$ cat src/rtl/outpass4_frame_config_stretch_if.sv
// ---------------------------------------------------------------------------
// outpass4_frame_config_stretch_if
// Bundles the fabric-side inputs, the pad-side outputs and the frame
// configuration of the four-channel output-pass BEL.
//   I0..I3      fabric data, one per channel
//   CE          fabric clock enable (channels in mode 10 only)
//   O0..O3      pad-side outputs
//   ConfigBits  frame configuration, 2 bits per channel
// master : the fabric/config side (drives I, CE, ConfigBits; reads O)
// slave  : the BEL itself       (reads I, CE, ConfigBits; drives O)
// ---------------------------------------------------------------------------
interface outpass4_frame_config_stretch_if #(
   parameter int NoConfigBits = 8
);
   logic I0;
   logic I1;
   logic I2;
   logic I3;
   logic CE;
   logic O0;
   logic O1;
   logic O2;
   logic O3;
   logic [NoConfigBits-1:0] ConfigBits;

   modport master (
      output I0, I1, I2, I3, CE, ConfigBits,
      input  O0, O1, O2, O3
   );

   modport slave (
      input  I0, I1, I2, I3, CE, ConfigBits,
      output O0, O1, O2, O3
   );
endinterface

$ cat src/rtl/outpass4_frame_config_stretch.sv
// ---------------------------------------------------------------------------
// outpass4_frame_config_stretch
// Fabric-to-pad output BEL. Each of the four channels picks its own source
// for On from a 2-bit frame-config field (channel n uses ConfigBits[2n+1:2n]):
//   00  combinational   On = In
//   01  registered      On = Qn, Qn loaded every edge
//   10  registered+CE   On = Qn, Qn loaded only when CE=1
//   11  stretcher       On = (Cn != 0), Cn reloaded on each rising edge of In
// Ports:
//   UserCLK   user clock
//   UserRSTn  asynchronous active-low reset (clears Qn, Pn, Cn)
//   bus       slave side of outpass4_frame_config_stretch_if
// All flops keep running whatever the mode, so a mode change may expose a
// stale Qn or Cn on the very next evaluation; nothing is cleared by it.
// ---------------------------------------------------------------------------
module outpass4_frame_config_stretch #(
   parameter int NoConfigBits = 8,
   parameter int STRETCH_LEN  = 4
) (
   input logic UserCLK,
   input logic UserRSTn,
   outpass4_frame_config_stretch_if.slave bus
);

   localparam int CntW = $clog2(STRETCH_LEN + 1);

   logic [NoConfigBits-1:0] cfg;
   logic [3:0]              inVec;
   logic [3:0]              qReg;
   logic [3:0]              pReg;
   logic [3:0]              outVec;
   logic [CntW-1:0]         cnt [4];

   assign cfg   = bus.ConfigBits;
   assign inVec = {bus.I3, bus.I2, bus.I1, bus.I0};

   always_ff @(posedge UserCLK or negedge UserRSTn) begin
      if (!UserRSTn) begin
         qReg <= '0;
         pReg <= '0;
         for (int n = 0; n < 4; n++) begin
            cnt[n] <= '0;
         end
      end else begin
         // Edge flop tracks In in every mode so the stretcher is armed
         // correctly the moment a channel is switched to mode 11.
         pReg <= inVec;
         for (int n = 0; n < 4; n++) begin
            if ((cfg[2*n +: 2] == 2'b01) ||
                ((cfg[2*n +: 2] == 2'b10) && bus.CE)) begin
               qReg[n] <= inVec[n];
            end
            // A rise reloads the counter even mid-pulse (retrigger);
            // otherwise a running count decays towards zero.
            if (inVec[n] && !pReg[n]) begin
               cnt[n] <= CntW'(STRETCH_LEN);
            end else if (cnt[n] != '0) begin
               cnt[n] <= cnt[n] - CntW'(1);
            end
         end
      end
   end

   always_comb begin
      outVec = '0;
      for (int n = 0; n < 4; n++) begin
         case (cfg[2*n +: 2])
            2'b00:        outVec[n] = inVec[n];
            2'b01, 2'b10: outVec[n] = qReg[n];
            default:      outVec[n] = (cnt[n] != '0);
         endcase
      end
   end

   assign bus.O0 = outVec[0];
   assign bus.O1 = outVec[1];
   assign bus.O2 = outVec[2];
   assign bus.O3 = outVec[3];

endmodule

$ cat src/flat_wrapper.sv
// flat-port wrapper written by rule: the top's interface ports become plain ports
module outpass4_frame_config_stretch_flat 
#(
   parameter int NoConfigBits = 8,
   parameter int STRETCH_LEN  = 4
)
  (UserCLK, UserRSTn, bus_I0, bus_I1, bus_I2, bus_I3, bus_CE, bus_ConfigBits, bus_O0, bus_O1, bus_O2, bus_O3);
  outpass4_frame_config_stretch_if #(.NoConfigBits(NoConfigBits)) bus_i ();
  input logic UserCLK;
  input logic UserRSTn;
  input wire logic [$bits(bus_i.I0)-1:0] bus_I0;
  input wire logic [$bits(bus_i.I1)-1:0] bus_I1;
  input wire logic [$bits(bus_i.I2)-1:0] bus_I2;
  input wire logic [$bits(bus_i.I3)-1:0] bus_I3;
  input wire logic [$bits(bus_i.CE)-1:0] bus_CE;
  input wire logic [$bits(bus_i.ConfigBits)-1:0] bus_ConfigBits;
  output wire logic [$bits(bus_i.O0)-1:0] bus_O0;
  output wire logic [$bits(bus_i.O1)-1:0] bus_O1;
  output wire logic [$bits(bus_i.O2)-1:0] bus_O2;
  output wire logic [$bits(bus_i.O3)-1:0] bus_O3;
  assign bus_i.I0 = bus_I0;
  assign bus_i.I1 = bus_I1;
  assign bus_i.I2 = bus_I2;
  assign bus_i.I3 = bus_I3;
  assign bus_i.CE = bus_CE;
  assign bus_i.ConfigBits = bus_ConfigBits;
  assign bus_O0 = bus_i.O0;
  assign bus_O1 = bus_i.O1;
  assign bus_O2 = bus_i.O2;
  assign bus_O3 = bus_i.O3;
  outpass4_frame_config_stretch #(.NoConfigBits(NoConfigBits), .STRETCH_LEN(STRETCH_LEN)) u_core (.UserCLK(UserCLK), .UserRSTn(UserRSTn), .bus(bus_i));
endmodule
$ cat config.mk
export PLATFORM = sky130hd
export DESIGN_NAME = outpass4_frame_config_stretch_flat
export DESIGN_NICKNAME = d
export VERILOG_FILES = /design/src/rtl/outpass4_frame_config_stretch_if.sv /design/src/rtl/outpass4_frame_config_stretch.sv /design/src/flat_wrapper.sv
export SDC_FILE = /design/constraint.sdc
export NUM_CORES = 1
export LEC_CHECK = 0
export ABC_AREA = 1
export ABC_CLOCK_PERIOD_IN_PS = 1390
export BUFFER_PORTS_ARGS = -buffer_cell sky130_fd_sc_hd__clkbuf_2
export CORE_UTILIZATION = 60
export DETAILED_ROUTE_END_ITERATION = 8
export PLACE_DENSITY = 0.84
export SETUP_SLACK_MARGIN = 0.4
export SLEW_MARGIN = 20
export SYNTH_ARGS = -nofsm -noshare
export SYNTH_HDL_FRONTEND = slang
export SYNTH_SLANG_ARGS = --single-unit
$ cat constraint.sdc
create_clock -name UserCLK -period 1.39 [get_ports UserCLK]
set_input_delay 0.139 -clock UserCLK [delete_from_list [all_inputs] [get_ports UserCLK]]
set_output_delay 0.139 -clock UserCLK [all_outputs]
set_load 0.02 [all_outputs]
==> impl_metrics.py, run 1 <==
metrics = {
    "place": {
        "dpl.hpwl_um": 1990,
        "place_worst_setup_slack_ns": 0.221,
        "port_buffers": 18,
        "gp_congestion": 0.757,
        "dpl_cell_area_um2": 1480,
    },
    "yosys": {
        "ys_async_sr_fraction_pct": 100,
        "synthMostInstantiatedCell": "nand2_1",
        "synth_area_um2": 1340,
        "syn_inst": 176,
        "yosys.area.top_type": "dfrtp_1",
        "synth_nets": 215,
        "ys_seq_area_share_pct": 37.3,
        "synth_top_area_share_pct": 37.3,
        "synth_enable_flop_cells": 0,
        "synth_area_leaders": "dfrtp_1, ha_1, nand2_1",
        "synth_cell_types": 7,
        "syn_area_per_cell_um2": 7.62,
        "synth_common_cells": "nand2_1, inv_1, nand3_1",
        "yosysWarnings": 0,
        "synthFlopType": "dfrtp_1",
        "ys_seq_elements": 20,
    },
    "global_routing": {
        "gr-total-overflow": 59,
        "grtUsageTotal_pct": 70.4,
        "grt_max_degree": 21,
    },
    "clocking": {
        "cts_max_level": 1,
        "root_buffer": "clkbuf_4",
        "clock-sinks": 20,
        "cts.path.max_buffers": 2,
        "cts_made_buffers": 3,
    },
    "sta": {
        "worst_endpoint": "bus_O0",
        "worstEndpointType": "top-level output",
    },
    "status": {
        "stop_stage": "global routing (5_1_grt)",
        "tool.error": "[ERROR GRT-0232] Routing congestion too high. Check the congestion heatmap in the GUI.",
        "status": "aborted with a tool error",
    },
    "floorplanning": {
        "io_pins": 19,
        "rows": 16,
        "initial_core_util_pct": 66.3,
        "die_x_um": 49.3,
        "die_h_um": 49.3,
    },
}
==> stage by stage <==
stage          utilization, %  std cells
2_1_floorplan               -        176
4_1_cts                  92.1        242
3_5_place_dp             73.0        221
3_3_place_gp             73.0        221
==> cell families after synthesis <==
kind of cell  Yosys count  share of synthesized area, %
simple gates           92                          29.1
buf+inv                40                          11.2
fa+ha+maj              24                          22.4
flops                  20                          37.3
==> routing by layer <==
metal | overflow | GRT usage, %
met2 | 36 | 102
met4 | 22 | 84.3
met3 | 1 | 32.4
met1 | 0 | 67.7
met5 | 0 | 0
==> what timing repair did <==
item                       in CTS
setup buffers                  12
hold buffers                    5
hold endpoints to repair       24
pin swaps                      16
gates resized for setup        51
setup endpoints to repair      15
==> inputs of run 2 (changes only) <==
--- a/config.mk
+++ b/config.mk
@@ -8,10 +8,10 @@
 export ABC_AREA = 1
 export ABC_CLOCK_PERIOD_IN_PS = 1390
 export BUFFER_PORTS_ARGS = -buffer_cell sky130_fd_sc_hd__clkbuf_2
-export CORE_UTILIZATION = 60
+export CORE_AREA = 2 2 63 65
 export DETAILED_ROUTE_END_ITERATION = 8
-export PLACE_DENSITY = 0.84
-export SETUP_SLACK_MARGIN = 0.4
+export DIE_AREA = 0 0 65 67
+export PLACE_DENSITY_LB_ADDON = 0.15
 export SLEW_MARGIN = 20
 export SYNTH_ARGS = -nofsm -noshare
 export SYNTH_HDL_FRONTEND = slang
==> run 2 against run 1 <==
Compared with the run above:
- the run now ends clean
- synthesized cell count unchanged
- area after synthesis unchanged
==> impl_metrics.py, run 2 <==
metrics = {
    "status": {
        "status": "complete, no violations",
    },
    "floorplanning": {
        "core_area_um2": 3610,
        "initial_core_util_pct": 37.2,
        "die_x_um": 65,
        "io_pins": 19,
        "rows": 22,
        "dieArea_um2": 4360,
        "die_h_um": 67,
    },
    "worst_setup_path": {
        "path_class": "flop to primary output",
        "critical_path.max_fanout": 2,
        "crit_path_cell_trace": "inv_1, ha_4, nand2_1, nand2_1, nand2_1, buf_6",
        "crit_required_ns": 1.25,
        "timing.rr.start": "u_core.cnt[7]",
        "worst_ep_arrival_time_ns": 1.22,
        "cp_common_cell": "nand2_1",
        "worstReg2RegEnd": "u_core.cnt[7]",
        "r2r_slack_ns": 0.20,
        "cp-end-kind": "primary output",
        "path_buf_inv": 2,
        "critPathLaunch": "u_core.cnt[7]",
        "start_kind": "flop",
        "reg2regPathDepth": 7,
        "crit_slowest_cell": "dfrtp_1",
        "cpLargestDelayFamily": "flip-flops",
        "max_stage_delay_ns": 0.38,
    },
    "pwr": {
        "power_density_nw_per_um2": 1640,
        "peakVddDrop_mv": 0.590,
        "p_leak_nw": 1.00,
    },
    "global_routing": {
        "grt_pass1_vias": 1056,
        "grt_max_degree": 21,
        "gr-total-overflow": 0,
        "grt_antenna_before_repair": 0,
        "grtUsageTotal_pct": 13.5,
        "grt_pass1_wl_um": 4450,
    },
    "sta": {
        "report.final.slew_viol_count": 0,
        "fin_crit_ns": 1.35,
        "max_slew_margin_pct": 66.0,
        "worst_slew_pin_slew_ns": 0.510,
        "setup_slack_ns": 0.0351,
        "hold-worst-slack_ns": 0.0251,
        "report.final.setup_viol": 0,
        "skew_ns": 0.00174,
        "grt_setup_unrepaired": "yes",
        "post-route-period-util_pct": 97.5,
        "final_hold_viol_count": 0,
        "timing.fmax_mhz": 738,
        "fin_setup_tns_ns": 0,
    },
    "finish": {
        "final_cell_mix": "nand2_1, inv_1, nand3_1",
        "post-route-util_pct": 47.8,
        "drive_above_1_share_pct": 23.2,
        "largestRegisters": "u_core.cnt x12, u_core.pReg x4, u_core.qReg x4",
        "regMostFlops": "u_core.cnt",
        "syn_to_final_growth_pct": 28.5,
        "fin_nets": 247,
        "layout_commonest_cell": "nand2_1",
        "n_antenna_cell": 0,
        "largest_reg_flops": 12,
    },
    "clocking": {
        "cts.path.max_buffers": 2,
        "cts.clk_slew.worst_paths_ns": 0.08,
        "cts_tree": "done",
        "cts_max_level": 1,
        "clock_latency_ns": 0.27,
        "root_buffer": "clkbuf_8",
        "cts_made_buffers": 3,
        "clock-sinks": 20,
    },
    "yosys": {
        "yosys.area.top_type": "dfrtp_1",
        "synth_cell_types": 7,
        "yosysWarnings": 0,
        "synth_area_leaders": "dfrtp_1, ha_1, nand2_1",
        "synth_nets": 215,
        "ys_seq_elements": 20,
        "syn_inst": 176,
        "syn_area_per_cell_um2": 7.62,
        "ys_async_sr_fraction_pct": 100,
        "synth_common_cells": "nand2_1, inv_1, nand3_1",
        "synth_enable_flop_cells": 0,
        "synth_top_area_share_pct": 37.3,
        "synthFlopType": "dfrtp_1",
        "synthMostInstantiatedCell": "nand2_1",
        "synth_area_um2": 1340,
        "ys_seq_area_share_pct": 37.3,
    },
    "detailed_routing": {
        "ant_nets": 0,
        "drc_errors": 0,
        "via_per_inst": 4.40,
        "vias": 1122,
        "dr.pass1.iters": 4,
        "drt_wl_total_um": 2510,
        "drt_iter0_drc": 31,
        "wire_per_inst_um": 9.86,
    },
    "place": {
        "port_buffers": 18,
        "place_worst_setup_slack_ns": 0.235,
        "gp_congestion": 0.705,
        "dpl.hpwl_um": 1810,
    },
    "hold_path": {
        "hold_path_end": "u_core.pReg[1]",
        "worstHoldPathCells": 1,
        "hold_start": "bus_I1",
        "min_path_type": "input port to flop",
    },
    "run": {
        "maxCapViolations": 0,
    },
}
[run 2: power breakdown]
group	total, mW	internal (mW)	switching [mW]
registers	0.895	0.784	0.111
clock network	0.459	0.253	0.206
logic	1.46	0.685	0.779
[run 2: metal layers]
metal  routed length, µm  vias up  track usage, %
met3                  48        5            2.03
met4                  63        0            7.98
met5                   0        -               0
met1                1210      508            16.7
met2                1190       15            22.3
li1                    -      594               -
[run 2: area by class of cell]
type,instances,area [µm²]
repair buffers,27,189
flip-flops and latches,20,500
fillers,348,1880
well taps,48,60.1
inverters,40,150
clock buffers,4,55.1
multi-input cells,116,768
[run 2: cell families after synthesis]
family / count (synthesis) / share of synthesized area, %
and+or+nand+nor: 92 / 29.1
buffers and inverters: 40 / 11.2
adders and majority gates: 24 / 22.4
DFF: 20 / 37.3
[run 2: repair_timing]
item / CTS / global route
buffers inserted: 2 / 6
setup endpoints to repair: 4 / 4
hold buffers: 1 / 0
gates resized for setup: 17 / 19
pin swaps: 2 / 9
endpoints found under the hold margin: 20 / 0
[run 2: worst register-to-register path, stage by stage, from the launching register on]
cell and delay [ns]:
dfrtp_1 0.38, inv_1 0.11, ha_4 0.15, nand2_1 0.06, buf_4 0.13, buf_4 0.13, nand3_1 0.06, nand2_1 0.06
[run 2: how the worst max path moves through the flow]
stage,cells after the start,slack (ns),to
after global placement,6,0.24,bus_O3
final,6,0.04,bus_O1
after detailed placement,6,0.24,bus_O3
after floorplan,5,0.38,bus_O0
after global routing,6,-0.04,bus_O1
after CTS,6,0.008,bus_O1
[run 2: through the flow]
step,instance area [µm²],instances,power (mW)
final,1720,255,2.82
after global routing,1720,255,3.16
after CTS,1620,249,2.53
after detailed placement,1490,242,1.89
after global placement,1490,242,1.84
after floorplan,1340,176,1.66
Note: power is estimated with default switching activity, not from simulation.
==> inputs of run 3 (changes only) <==
--- a/config.mk
+++ b/config.mk
@@ -12,6 +12,7 @@
 export DETAILED_ROUTE_END_ITERATION = 8
 export DIE_AREA = 0 0 65 67
 export PLACE_DENSITY_LB_ADDON = 0.15
+export SETUP_SLACK_MARGIN = 0.05
 export SLEW_MARGIN = 20
 export SYNTH_ARGS = -nofsm -noshare
 export SYNTH_HDL_FRONTEND = slang
==> run 3 against run 2 <==
Compared with the run above:
- clock-buffer cell count did not move
- critical path depth did not move
- global-route usage rose by 0.90 points
- wire length rose by 3.7%
- utilization rose by 1.7 points
- largest cell class unchanged
- largest power group unchanged
==> impl_metrics.py, run 3 (same netlist as run 2, synthesis figures left out) <==
metrics = {
    "floorplanning": {
        "io_pins": 19,
        "core_area_um2": 3610,
        "initial_core_util_pct": 37.2,
        "die_h_um": 67,
        "dieArea_um2": 4360,
        "rows": 22,
        "die_x_um": 65,
    },
    "worst_setup_path": {
        "cp-end-kind": "primary output",
        "start_kind": "flop",
        "path_class": "flop to primary output",
        "critical_path.max_fanout": 2,
        "cp_common_cell": "nand2_1",
        "worst_ep_arrival_time_ns": 1.21,
        "crit_required_ns": 1.25,
        "crit_path_cell_trace": "inv_2, ha_4, nand2_2, nand2_1, nand2_1, clkbuf_8",
        "max_stage_delay_ns": 0.40,
        "crit_slowest_cell": "dfrtp_1",
        "r2r_slack_ns": 0.12,
    },
    "place": {
        "gp_congestion": 0.705,
        "placedCellCount": 242,
        "port_buffers": 18,
        "dpl_cell_area_um2": 1490,
        "dpl.hpwl_um": 1810,
    },
    "sta": {
        "worst_slew_pin_slew_ns": 0.522,
        "timing.fmax_mhz": 742,
        "max_slew_margin_pct": 65.2,
        "final_hold_viol_count": 0,
        "fin_crit_ns": 1.35,
        "fin_setup_tns_ns": 0,
        "report.final.setup_viol": 0,
        "skew_ns": 0.00148,
        "report.final.slew_viol_count": 0,
        "post-route-period-util_pct": 97.0,
        "grt_setup_unrepaired": "yes",
    },
    "run": {
        "maxCapViolations": 0,
    },
    "clocking": {
        "clock_latency_ns": 0.26,
        "cts_tree": "done",
        "cts_max_level": 1,
        "cts.path.max_buffers": 2,
        "root_buffer": "clkbuf_8",
        "cts.clk_slew.worst_paths_ns": 0.08,
        "clock-sinks": 20,
        "cts_made_buffers": 3,
    },
    "finish": {
        "syn_to_final_growth_pct": 32.9,
        "final_cell_mix": "nand2_1, inv_1, nand3_1",
        "n_antenna_cell": 0,
        "stdcell_area_um2": 1780,
        "drive_above_1_share_pct": 26.9,
        "fin_nets": 252,
        "layout_commonest_cell": "nand2_1",
        "largest_reg_flops": 12,
        "largestRegisters": "u_core.cnt x12, u_core.pReg x4, u_core.qReg x4",
        "regMostFlops": "u_core.cnt",
        "final_cells": 260,
    },
    "detailed_routing": {
        "ant_nets": 0,
        "dr.pass1.iters": 4,
        "drt_iter0_drc": 32,
        "vias": 1139,
        "drt_wl_total_um": 2610,
        "drc_errors": 0,
        "via_per_inst": 4.38,
        "wire_per_inst_um": 10.0,
    },
    "global_routing": {
        "gr-total-overflow": 0,
        "grt_pass1_vias": 1140,
        "grt_antenna_before_repair": 0,
        "grt_pass1_wl_um": 4740,
        "grt_max_degree": 21,
        "grtUsageTotal_pct": 14.4,
    },
    "pwr": {
        "p_leak_nw": 1.04,
        "power_mw": 2.99,
        "power_density_nw_per_um2": 1680,
        "peakVddDrop_mv": 0.659,
    },
    "hold_path": {
        "min_path_type": "input port to flop",
    },
    "status": {
        "status": "complete, no violations",
    },
}
run 3: cell count changes in the layout (fill, tap and decap cells not counted), moves of 2 or more:
cell / change
buf_6: -3
nand2_1: -3
buf_4: +5
buf_8: +2
nand2_2: +2
run 3: final timing paths:
| path | cells past startpoint | end | startpoint |
|---|---|---|---|
| worst max-delay path | 6 | bus_O1 | u_core.cnt[7] |
| worst min-delay path | 1 | u_core.pReg[1] | bus_I1 |
| worst max register to register | 8 | u_core.cnt[7] | u_core.cnt[7] |
| worst min register to register | 2 | u_core.qReg[0] | u_core.qReg[0] |
| max in group asynchronous | 2 | u_core.cnt[10] | UserRSTn |
| min in group asynchronous | 2 | u_core.pReg[2] | UserRSTn |
run 3: report_power, final:
part,leakage [nW],internal [mW],switching [mW],total [mW]
Sequential,0.239,0.784,0.116,0.900
Clock,0.0288,0.253,0.208,0.461
Combinational,0.769,0.798,0.830,1.63
run 3: routing by layer:
metal  global-route usage, %  vias to the layer above  share of wire, %
met3                    2.20                        7               2.0
met5                       0                        -                 0
met4                    9.31                        0               3.1
met1                    17.2                      515                48
li1                        -                      601                 -
met2                    24.1                       16                47
run 3: final cells by class:
class | instances | area [µm²]
Clock buffer | 4 | 55.1
Inverter | 40 | 150
Tap cell | 48 | 60.1
Multi-Input combinational cell | 116 | 781
Sequential cell | 20 | 500
Timing Repair Buffer | 32 | 236
Fill cell | 338 | 1820
run 3: what timing repair did:
item	4_1_cts	5_1_grt
pin swaps	5	11
setup buffers	10	3
hold buffers	1	0
resized for setup	28	12
endpoints found under the hold margin	20	0
endpoints found under the setup margin	4	4
run 3: critical path, delay by kind of cell, from the launching register on:
family,cells,cell delay [ns]
fa+ha+maj,1,0.14
buf+inv,2,0.24
flops,1,0.40
simple gates,3,0.16
run 3: per-stage QoR:
stage	utilization, %	hold slack, ns	setup slack, ns
after CTS	48.0	0.0239	0.0437
after global placement	41.4	0.151	0.243
after floorplan	-	-0.157	0.377
after global routing	49.4	0.0192	-0.00831
after detailed placement	41.4	0.142	0.235
final	49.4	0.0234	0.0422
